<file path="src/rtl/bus_pkg.sv">
// Shared definitions for the byte-wide memory bus initiator.
// Control-word and state encodings plus default bus widths.
package bus_pkg;

  localparam int AW_DEF = 8;
  localparam int DW_DEF = 8;

  typedef logic [1:0] cword_t;

  localparam cword_t CW_IDLE  = 2'b00;
  localparam cword_t CW_WRITE = 2'b01;
  localparam cword_t CW_READ  = 2'b10;
  localparam cword_t CW_RSVD  = 2'b11;

  typedef logic [2:0] state_t;

  localparam state_t S_IDLE  = 3'd0;
  localparam state_t S_RD0   = 3'd1;
  localparam state_t S_RD1   = 3'd2;
  localparam state_t S_WR    = 3'd3;
  localparam state_t S_WDONE = 3'd4;

endpackage

</file>
<file path="src/rtl/bus_master_if.sv">
// CPU-side bus initiator: sequences eab/mdout/cword to the RAM
// and captures edb for single, two-byte burst reads and writes.
module bus_master_if
  import bus_pkg::*;
#(
  parameter int AW = AW_DEF,
  parameter int DW = DW_DEF
) (
  input  logic          clk2,
  input  logic          reset,
  input  logic          req,
  input  logic          we,
  input  logic          burst2,
  input  logic [AW-1:0] addr,
  input  logic [DW-1:0] wdata,
  output logic          ready,
  output logic          rvalid,
  output logic [DW-1:0] rdata,
  output logic          rlast,
  output logic          wdone,
  output logic [AW-1:0] eab,
  output logic [DW-1:0] mdout,
  output logic [1:0]    cword,
  input  logic [DW-1:0] edb
);

  state_t        state_q, state_d;
  logic [AW-1:0] eab_q, eab_d;
  logic [DW-1:0] mdout_q, mdout_d;
  logic [DW-1:0] rdata_q, rdata_d;
  logic          burst_q, burst_d;
  logic          rvalid_q, rvalid_d;
  logic          rlast_q, rlast_d;
  logic          wdone_q, wdone_d;
  cword_t        cword_q, cword_d;

  always_ff @(posedge clk2 or negedge reset) begin
    if (!reset) begin
      state_q  <= S_IDLE;
      eab_q    <= '0;
      mdout_q  <= '0;
      rdata_q  <= '0;
      burst_q  <= 1'b0;
      rvalid_q <= 1'b0;
      rlast_q  <= 1'b0;
      wdone_q  <= 1'b0;
      cword_q  <= CW_IDLE;
    end else begin
      state_q  <= state_d;
      eab_q    <= eab_d;
      mdout_q  <= mdout_d;
      rdata_q  <= rdata_d;
      burst_q  <= burst_d;
      rvalid_q <= rvalid_d;
      rlast_q  <= rlast_d;
      wdone_q  <= wdone_d;
      cword_q  <= cword_d;
    end
  end

  always_comb begin
    state_d  = state_q;
    eab_d    = eab_q;
    mdout_d  = mdout_q;
    rdata_d  = rdata_q;
    burst_d  = burst_q;
    rvalid_d = 1'b0;
    rlast_d  = 1'b0;
    wdone_d  = 1'b0;
    unique case (state_q)
      S_IDLE: begin
        if (req) begin
          eab_d   = addr;
          burst_d = burst2 & ~we;
          if (we) begin
            mdout_d = wdata;
            state_d = S_WR;
          end else begin
            state_d = S_RD0;
          end
        end
      end
      S_RD0: begin
        rdata_d  = edb;
        rvalid_d = 1'b1;
        if (burst_q) begin
          eab_d   = eab_q + AW'(1);
          state_d = S_RD1;
        end else begin
          rlast_d = 1'b1;
          state_d = S_IDLE;
        end
      end
      S_RD1: begin
        rdata_d  = edb;
        rvalid_d = 1'b1;
        rlast_d  = 1'b1;
        state_d  = S_IDLE;
      end
      S_WR: begin
        wdone_d = 1'b1;
        state_d = S_WDONE;
      end
      S_WDONE: state_d = S_IDLE;
      default: state_d = S_IDLE;
    endcase
  end

  // cword is decoded from the next state so the flop lines up with state_q
  always_comb begin
    cword_d = CW_IDLE;
    unique case (1'b1)
      (state_d == S_RD0),
      (state_d == S_RD1): cword_d = CW_READ;
      (state_d == S_WR):  cword_d = CW_WRITE;
      default:            cword_d = CW_IDLE;
    endcase
  end

  assign ready  = (state_q == S_IDLE);
  assign rvalid = rvalid_q;
  assign rdata  = rdata_q;
  assign rlast  = rlast_q;
  assign wdone  = wdone_q;
  assign eab    = eab_q;
  assign mdout  = mdout_q;
  assign cword  = cword_q;

endmodule

</file>
<file path="config.mk">
export PLATFORM = sky130hd
export DESIGN_NAME = bus_master_if
export DESIGN_NICKNAME = d
export VERILOG_FILES = /design/src/rtl/bus_pkg.sv /design/src/rtl/bus_master_if.sv
export SDC_FILE = /design/constraint.sdc
export NUM_CORES = 1
export LEC_CHECK = 0
export ABC_AREA = 0
export CAP_MARGIN = 20
export CORE_MARGIN = 2
export CORE_UTILIZATION = 42
export CTS_CLUSTER_DIAMETER = 40
export DETAILED_ROUTE_END_ITERATION = 7
export PLACE_DENSITY = 0.84
export SLEW_MARGIN = 30
export SYNTH_ARGS = -nofsm -noshare
export SYNTH_HDL_FRONTEND = slang
export SYNTH_SLANG_ARGS = --single-unit
</file>
<file path="constraint.sdc">
create_clock -name clk2 -period 1.7 [get_ports clk2]
set_input_delay 0.34 -clock clk2 [delete_from_list [all_inputs] [get_ports clk2]]
set_output_delay 0.34 -clock clk2 [all_outputs]
set_load 0.02 [all_outputs]
</file>
==> flow_metrics.env <==
export IMPL_outcome="completed"
export IMPL_leakage_uw=0.000939
export IMPL_place_port_buffers=58
export IMPL_syn_nets=149
export IMPL_clock_skew_ns=0.0117
export IMPL_pin_count=59
export IMPL_cts_setup_buffers=0
export IMPL_first_global_vias=1177
export IMPL_firstDrtPassIters=5
export IMPL_maxCapViolations=0
export IMPL_synth_most_common_cell="dfrtp_1"
export IMPL_clock_sinks=33
export IMPL_fin_area_um2=2130
export IMPL_ys_seq_area_share_pct=58.8
export IMPL_critPathKind="reg -> out"
export IMPL_h_tree_depth=2
export IMPL_synth_simple_area_share_pct=11.1
export IMPL_drcViolationCount=0
export IMPL_synth_compound_area_share_pct=12.0
export IMPL_initial_utilization_pct=42.8
export IMPL_synth_area_leader_cell="dfrtp_1"
export IMPL_coreArea_um2=3280
export IMPL_critPathSlowestCell="clkdlybuf4s50_1"
export IMPL_wl_per_cell_um=13.6
export IMPL_synth_top_family_by_area="multiplexers"
export IMPL_worst_setup_path_start_kind="flop"
export IMPL_period_share_pct=96.5
export IMPL_hp_class="in -> async"
export IMPL_layout_nets=216
export IMPL_finalWorstSetupSlack_ns=0.0599
export IMPL_async_flop_share_pct=100
export IMPL_grt_setup_unrepaired="false"
export IMPL_grt_max_degree=34
export IMPL_path_delay_family="buffers and inverters"
export IMPL_wl_um=3170
export IMPL_syn_area_um2=1410
export IMPL_path_clk_slew_ns=0.10
export IMPL_die_height_um=61.8
export IMPL_required_ns=1.36
export IMPL_diodes=0
export IMPL_grt_usage_pct=18.0
export IMPL_overflow=0
export IMPL_cellPowerDensity_nw_per_um2=1620
export IMPL_synth_edf_count=0
export IMPL_die_area_um2=3820
export IMPL_syn_area_per_cell_um2=11.8
export IMPL_yosys_mux_area_fraction_pct=14.2
export IMPL_synth_xor_xnor_area_share_pct=0
export IMPL_critPathMaxStageDelay_ns=0.61
export IMPL_fmax_mhz=610
export IMPL_dp_hpwl_um=2390
export IMPL_yosysWarnings=0
export IMPL_synth_seq_cells=33
export IMPL_cts_root_buf="clkbuf_4"
export IMPL_antenna_found_initial=0
export IMPL_vdd_drop_max_uv=830
export IMPL_end_kind="output pin"
export IMPL_grt_pass1_wl_um=4850
export IMPL_drive_above_1_share_pct=17.6
export IMPL_synth_common_cells="dfrtp_1 (33), mux2_2 (16), a21oi_1 (11)"
export IMPL_ys_types=26
export IMPL_cts_tree="yes"
export IMPL_netlist_top_cells_area="dfrtp_1 (59%), mux2_2 (13%), a21oi_1 (3.9%)"
export IMPL_path_buf_inv=1
export IMPL_die_w_um=61.8
export IMPL_vias=1164
export IMPL_via_per_inst=5.00
export IMPL_hold_violations=0
export IMPL_worstPathArrival_ns=1.30
export IMPL_min_period_ns=1.64
export IMPL_placementRows=21
export IMPL_netlist_instances=119
export IMPL_setup_violations=0
export IMPL_synth_adder_area_share_pct=0.890
export IMPL_crit_chain="clkdlybuf4s50_1"
export IMPL_placed_cell_area_um2=2090
export IMPL_relSlewSlack_pct=73.5
export IMPL_holdWs_ns=0.401
export IMPL_syn_to_final_growth_pct=51.9
export IMPL_cts_made_buffers=5
export IMPL_cts_path_max_buffers=2
export IMPL_worstPathMaxFanout=2
export IMPL_worstMarginPinSlew_ns=0.397
export IMPL_ant_nets=0
export IMPL_yosysTopAreaCellShare_pct=58.8
export IMPL_finalMaxSlewViolations=0
export IMPL_post_place_ws_ns=-0.0725
export IMPL_clkLatencyLatePin_ns=0.34
export IMPL_fillers=278
export IMPL_drtIter0Drc=96
export IMPL_synthFlopType="dfrtp_1"
export IMPL_place_gp_congestion=0.782
==> registers in the layout, summed over array words and instances (netlist names), 2 cells and up <==
name / cells
eab: 8
mdout: 8
cword: 2
state_q: 3
rdata: 8
==> repair_timing <==
action                     in CTS  in global routing
resized for setup               9                  6
setup endpoints to repair       9                  5
hold buffers                    0                  0
cloned                          0                  0
pin swaps                       0                  0
==> routing by layer <==
metal | global-route usage (%) | vias up | routed length, µm | part of all wire, %
met3 | 4.35 | 7 | 172 | 5.4
met1 | 19.0 | 557 | 1240 | 39
met4 | 11.9 | 0 | 82 | 2.6
li1 | - | 556 | - | -
met2 | 31.6 | 44 | 1670 | 53
met5 | 0 | - | 0 | 0
==> final cells by class <==
class	count	area (µm²)	share of cell area, %
inverter	3	11.3	0.528
sequential	33	826	38.7
timing repair buffer	66	648	30.4
multi-input combinational	77	543	25.4
clock buffer	8	48.8	2.29
tap	46	57.6	2.70
==> worst register-to-register path, stage by stage (launching register included) <==
cell	delay [ns]
dfrtp_1	0.40
buf_4	0.16
nand2b_1	0.19
a21oi_4	0.33
mux2_2	0.39
==> metrics by stage <==
step                      utilization (%)  cells  setup TNS [ns]  power (µW)
final                                65.0    233               0        3470
after global routing                 65.0    233               0        3690
after CTS                            64.8    233               0        3530
after detailed placement             63.7    225          -0.137        3180
after global placement               63.7    225               0        3110
after floorplan                         -    119               0        2280
==> kinds of logic after synthesis <==
kind of cell	count (synthesis)
compound gates	28
fa+ha+maj	1
mux	18
flops	33
buf+inv	9
simple gates	30
==> where the power goes <==
part,leakage (µW),switching [µW],internal (µW)
registers,0.000395,221,1100
clock network,0.0000265,246,165
logic,0.000517,868,864
total,0.000939,1330,2130
==> final timing paths <==
check | to | cells after the start | startpoint | slack, ns
setup / recovery | rdata[5] | 1 | rdata[5] | 0.06
hold reg to reg | state_q[1] | 1 | burst_q | 0.51
max in group asynchronous | rdata[5] | 2 | reset | 1.01
min in group clk2 | state_q[1] | 1 | burst_q | 0.51
setup reg to reg | rdata[5] | 4 | state_q[1] | 0.10
hold / removal | eab[2] | 2 | reset | 0.40
==> cell usage in the layout, fill, tap and decap left out, drive strengths merged, types with 2 or more instances in the layout <==
cell type / count
nand2b: 3
nand3: 5
o22ai: 3
dfrtp: 33
nor2: 3
dlymetal6s2s: 4
and3: 2
buf: 8
a2bb2oi: 2
mux2: 16
or3: 2
nor3: 2
clkdlybuf4s50: 45
nand2: 9
a21oi: 12
o21ai: 9
clkbuf: 9
dlygate4sd2: 8
inv: 3
mux2i: 2
(Power assumes the default switching activity.)
